File: src/rtl/unidade_controle_pkg.sv
// Shared constants for the multicycle processor: opcodes, control-step encoding and
// instruction-word field positions. The ULA decodes the same opcode constants.
package unidade_controle_pkg;

    localparam int unsigned DataW = 16;
    localparam int unsigned NReg  = 8;
    localparam int unsigned RegW  = 3;

    localparam int unsigned OpMsb = 15;
    localparam int unsigned OpLsb = 12;
    localparam int unsigned RxMsb = 11;
    localparam int unsigned RxLsb = 9;
    localparam int unsigned RyMsb = 8;
    localparam int unsigned RyLsb = 6;

    localparam logic [3:0] OpLd   = 4'b0000;
    localparam logic [3:0] OpSt   = 4'b0001;
    localparam logic [3:0] OpMvnz = 4'b0010;
    localparam logic [3:0] OpMv   = 4'b0011;
    localparam logic [3:0] OpMvi  = 4'b0100;
    localparam logic [3:0] OpAdd  = 4'b0101;
    localparam logic [3:0] OpSub  = 4'b0110;
    localparam logic [3:0] OpOr   = 4'b0111;
    localparam logic [3:0] OpSlt  = 4'b1000;
    localparam logic [3:0] OpSll  = 4'b1001;
    localparam logic [3:0] OpSrl  = 4'b1010;

    typedef enum logic [1:0] {StT0, StT1, StT2, StT3} state_e;

    // ULA operations form one contiguous opcode range.
    function automatic logic is_alu(input logic [3:0] op);
        return (op >= OpAdd) && (op <= OpSrl);
    endfunction

endpackage

File: src/rtl/unidade_controle_dec3to8.sv
// 3-bit register index to 8-bit one-hot select, forced to zero when disabled.
module dec3to8 (
    input  logic [2:0] idx_i,
    input  logic       en_i,
    output logic [7:0] onehot_o
);

    always_comb begin
        onehot_o = '0;
        if (en_i) begin
            onehot_o[idx_i] = 1'b1;
        end
    end

endmodule

File: src/rtl/unidade_controle.sv
// Multicycle control FSM: fetches an instruction on Run and sequences bus selects, register
// enables, ULA opcode and memory strobes over T1..T3, pulsing Done on the last step.
module unidade_controle
    import unidade_controle_pkg::*;
(
    input  logic             Clock,
    input  logic             Reset,
    input  logic             Run,
    input  logic [DataW-1:0] DIN,
    input  logic             G_nz,
    output logic [NReg-1:0]  Rin,
    output logic [NReg-1:0]  Rout,
    output logic             Ain,
    output logic             Gin,
    output logic             Gout,
    output logic             DINout,
    output logic             ADDRin,
    output logic             DOUTin,
    output logic             W_D,
    output logic [3:0]       sinal,
    output logic             Done
);

    state_e           state_q, state_d;
    logic [DataW-1:0] ir_q, ir_d;

    logic [3:0]      op;
    logic [RegW-1:0] rx, ry;
    logic [NReg-1:0] rx_oh, ry_oh;
    logic            dec_en;
    logic            rin_rx, rout_rx, rout_ry;

    assign op = ir_q[OpMsb:OpLsb];
    assign rx = ir_q[RxMsb:RxLsb];
    assign ry = ir_q[RyMsb:RyLsb];

    logic unused_ir;
    assign unused_ir = ^ir_q[RyLsb-1:0];

    assign dec_en = (state_q != StT0);

    dec3to8 u_dec_rx (
        .idx_i    (rx),
        .en_i     (dec_en),
        .onehot_o (rx_oh)
    );

    dec3to8 u_dec_ry (
        .idx_i    (ry),
        .en_i     (dec_en),
        .onehot_o (ry_oh)
    );

    always_ff @(posedge Clock) begin
        if (Reset) begin
            state_q <= StT0;
            ir_q    <= '0;
        end else begin
            state_q <= state_d;
            ir_q    <= ir_d;
        end
    end

    always_comb begin
        state_d = state_q;
        ir_d    = ir_q;
        unique case (state_q)
            StT0: begin
                if (Run) begin
                    ir_d    = DIN;
                    state_d = StT1;
                end
            end
            StT1: state_d = (is_alu(op) || op == OpLd || op == OpSt) ? StT2 : StT0;
            StT2: state_d = (is_alu(op) || op == OpLd) ? StT3 : StT0;
            StT3: state_d = StT0;
            default: state_d = StT0;
        endcase
    end

    always_comb begin
        rin_rx  = 1'b0;
        rout_rx = 1'b0;
        rout_ry = 1'b0;
        Ain     = 1'b0;
        Gin     = 1'b0;
        Gout    = 1'b0;
        DINout  = 1'b0;
        ADDRin  = 1'b0;
        DOUTin  = 1'b0;
        W_D     = 1'b0;
        sinal   = 4'b0000;
        Done    = 1'b0;
        // Reset cycle suppresses every strobe so an aborted instruction leaves no trace.
        if (!Reset) begin
            unique case (state_q)
                StT1: begin
                    if (is_alu(op)) begin
                        rout_rx = 1'b1;
                        Ain     = 1'b1;
                    end else begin
                        case (op)
                            OpMv: begin
                                rout_ry = 1'b1;
                                rin_rx  = 1'b1;
                                Done    = 1'b1;
                            end
                            OpMvi: begin
                                DINout = 1'b1;
                                rin_rx = 1'b1;
                                Done   = 1'b1;
                            end
                            OpMvnz: begin
                                rout_ry = 1'b1;
                                rin_rx  = G_nz;
                                Done    = 1'b1;
                            end
                            OpLd, OpSt: begin
                                rout_ry = 1'b1;
                                ADDRin  = 1'b1;
                            end
                            default: Done = 1'b1;
                        endcase
                    end
                end
                StT2: begin
                    if (is_alu(op)) begin
                        rout_ry = 1'b1;
                        sinal   = op;
                        Gin     = 1'b1;
                    end else if (op == OpSt) begin
                        rout_rx = 1'b1;
                        DOUTin  = 1'b1;
                        W_D     = 1'b1;
                        Done    = 1'b1;
                    end
                end
                StT3: begin
                    if (is_alu(op)) begin
                        Gout   = 1'b1;
                        rin_rx = 1'b1;
                        Done   = 1'b1;
                    end else if (op == OpLd) begin
                        DINout = 1'b1;
                        rin_rx = 1'b1;
                        Done   = 1'b1;
                    end
                end
                default: ;
            endcase
        end
    end

    assign Rin  = rin_rx ? rx_oh : '0;
    assign Rout = rout_rx ? rx_oh : (rout_ry ? ry_oh : '0);

endmodule

File: config.mk
export PLATFORM = sky130hd
export DESIGN_NAME = unidade_controle
export DESIGN_NICKNAME = d
export VERILOG_FILES = /design/src/rtl/unidade_controle_pkg.sv /design/src/rtl/unidade_controle_dec3to8.sv /design/src/rtl/unidade_controle.sv
export SDC_FILE = /design/constraint.sdc
export NUM_CORES = 1
export LEC_CHECK = 0
export BUFFER_PORTS_ARGS = -buffer_cell sky130_fd_sc_hd__buf_2
export CAP_MARGIN = 20
export CORE_UTILIZATION = 42
export CTS_CLUSTER_SIZE = 20
export DETAILED_ROUTE_END_ITERATION = 10
export GPL_ROUTABILITY_DRIVEN = 0
export PLACE_DENSITY = 0.75
export SLEW_MARGIN = 20
export SYNTH_ARGS = -nofsm -noshare
export SYNTH_HDL_FRONTEND = slang
export SYNTH_SLANG_ARGS = --single-unit
File: constraint.sdc
create_clock -name Clock -period 2.1 [get_ports Clock]
set_input_delay 0.525 -clock Clock [delete_from_list [all_inputs] [get_ports Clock]]
set_output_delay 0.525 -clock Clock [all_outputs]
set_load 0.005 [all_outputs]
==> impl_metrics.ini <==
[synth]
synth_top_flop_cell = dfxtp_1
synth-simple-area-share = 0.3936
netlist_top_cells_area = dfxtp_1, nand2_1, a21oi_1, nor2_1, ha_1
synth_edf_count = 0
syn-instance-count = 157
synth_commonest_cells = nand2_1, nor2_1, a21oi_1
synth_seq_cells = 12
synth_top_family_by_area = simple AND/OR/NAND/NOR gates
synth-async-reset-ratio = 0
syn_area_mm2 = 0.001094
synth-xor-area-share = 0
syn_avg_cell_area_um2 = 6.965
synthAdderAreaFrac = 0.04577
synth.most_common_cell = nand2_1
synth.net_count = 181
synth-compound-area-share = 0.2368
yosysSeqAreaShare = 0.2197
yosys.area.top_type = dfxtp_1
yosysTopAreaCellShare = 0.2197
yosysUniqueCellTypes = 41
synth_mux_area_frac = 0.02288
yosysWarnings = 0

[grt]
grt_overflow = 0
grt_max_degree = 20
grt_pass1_wl_mm = 5.264
antenna_found_initial = 0
grt_usage = 0.2605
grt_pass1_vias = 1196

[drt]
drcViolationCount = 0
wl_mm = 3.449
drtIter0Drc = 29
ant_nets = 0
via_per_inst = 5.528
dr_total_vias = 1360
wl_per_cell_um = 14.02
first_pass_iters = 4

[placed_design]
dp_hpwl_mm = 2.397
dpl-instance-area_mm2 = 0.001439
io_buffers = 41
dpl_worst_slack_ns = -0.2185
dp_cells = 239

[timing]
final_hold_viol_count = 0
fmax_mhz = 406.1
rsz0062_at_grt = yes
worst_slew_pin_slew_ns = 0.4471
clock_skew_ns = 0.003218
setup_violations = 19
setup_slack_ns = -0.3622
fin_crit_ns = 2.462
finalMaxSlewViolations = 0
final.period_utilization = 1.172
slew_headroom = 0.7015

[finish]
nets = 241
antenna_cells = 0
final_area_mm2 = 0.001693
final_core_util = 0.6833
register_area_um2 = 247.7
instances_no_fill = 246
fillers = 207
synthToLayoutAreaGrowth_pct = 54.81
drive_above_1_share = 0.5139
multi_input_area_um2 = 937.1

[floorplanning]
start_util = 0.4414
row_count = 18
core_area_mm2 = 0.002477
ios = 48
fp.dieH_um = 53.03
dieArea_mm2 = 0.002812
die_w_um = 53.03

[critical_path]
path_delay_family = buffers and inverters
critPathBufInv = 5
endpoint_kind = output pin
slowest_stage = dfxtp_2
crit_top_cell = buf_4
startpoint_type = flip-flop
worstPathRequired_ns = 1.57
critPathMaxFanout = 6
worstPathCellList = inv_2 -> buf_4 -> ha_4 -> buf_4 -> nand4_1 -> o21ai_4 -> buf_6 -> o31ai_2 -> buf_2
cpPeakStageDelay_ns = 0.35
worstPathArrival_ns = 1.94
crit_type = flip-flop to output pin

[pwr]
p_total_mw = 0.7309
p_leak_nw = 0.7487
p_per_area_mw_per_mm2 = 431.7
peakVddDrop_uv = 448.8

[clock_tree]
numClockSinks = 12
path_clk_slew_ns = 0.07
clk_latency_ns = 0.27
clockBufferDepth = 2
numCtsBuffers = 3
tritoncts = built
h-tree-depth = 1
root_buffer = clkbuf_4

[status]
violations = setup timing
status = complete, but fails checks

[flow_run]
drv_cap = 0

[worst_hold_path]
hold_path.class = primary input to flip-flop
==> worst register-to-register path, stage by stage (launching register included) <==
cell and delay, ns:
dfxtp_2 0.35, buf_4 0.12, ha_2 0.19, buf_6 0.14
nand2b_4 0.06, buf_4 0.15, o32a_1 0.33, a31oi_1 0.16
==> flip-flops by register name (all words and copies together), names as in the netlist <==
register and cells:
state_q 2, ir_q 10
==> kinds of logic after synthesis <==
group	after synthesis
flip-flops	12
buffers and inverters	17
adder cells (fa/ha/maj)	4
multiplexers	2
AND/OR/NAND/NOR	86
AO/OA/AOI/OAI	36
==> final cells by class <==
type,count,share of cell area
well taps,30,0.02217
repair buffers,67,0.2454
clock buffers,4,0.02143
multi-input cells,128,0.5536
flip-flops and latches,12,0.1463
inverters,5,0.01109
==> path summary, 6_finish.rpt <==
kind / start / to / slack [ns] / cells past startpoint
worst max register to register: state_q[0] / state_q[1] / 0.54 / 7
worst max-delay path: state_q[0] / Rout[7] / -0.36 / 9
worst min register to register: ir_q[9] / ir_q[9] / 0.49 / 2
worst min-delay path: DIN[13] / ir_q[13] / 0.49 / 3
==> cell usage in the layout (no fill, tap or decap), types with 2 or more instances in the layout <==
cell type and instances:
o31ai_2 3, o21ai_0 2, nor2_1 13, inv_2 2, a21oi_1 14, nand2b_1 3, nand2_1 28, clkbuf_4 3
nand2_2 3, nor3_1 2, nor3b_2 2, a31oi_1 2, dfxtp_2 3, nand3_1 6, nor3_2 4, dfxtp_1 8
buf_4 22, inv_1 3, ha_4 3, nand3b_2 2, buf_2 41, nand4_1 5, buf_6 4, nor2b_1 3
and2_1 3, o22ai_1 2, nand2b_4 2
==> power by group <==
part           internal, mW  switching, mW  total, mW  leakage (nW)
combinational         0.128          0.148      0.277         0.627
clock                 0.105         0.0760      0.181        0.0210
sequential            0.245         0.0280      0.273         0.100
==> layer usage <==
layer  wire length [um]  part of all wire  global-route usage  vias up
met4                 82             0.024              0.1579        0
met1               1444              0.42              0.3093      637
li1                   -                 -                   -      669
met5                  0                 0                   0        -
met3                183             0.053             0.01724        8
met2               1739              0.50              0.4515       46
==> per-stage QoR <==
step,setup TNS [ns],hold WS (ns)
global placement,-0.7040,0.4675
detailed placement,-1.196,0.4795
finish,-4.444,0.4859
floorplan,0,0.4451
global route,-6.344,0.4851
CTS,-4.251,0.4754
==> what timing repair did <==
| item | CTS | global route |
|---|---|---|
| resized for setup | 37 | 6 |
| hold buffers | 0 | 0 |
| setup endpoints to repair | 21 | 23 |
| buffers inserted | 3 | 0 |
| endpoints found under the hold margin | 0 | 0 |
| pin swaps | 5 | 5 |
Power figures use the tool's default switching activity.
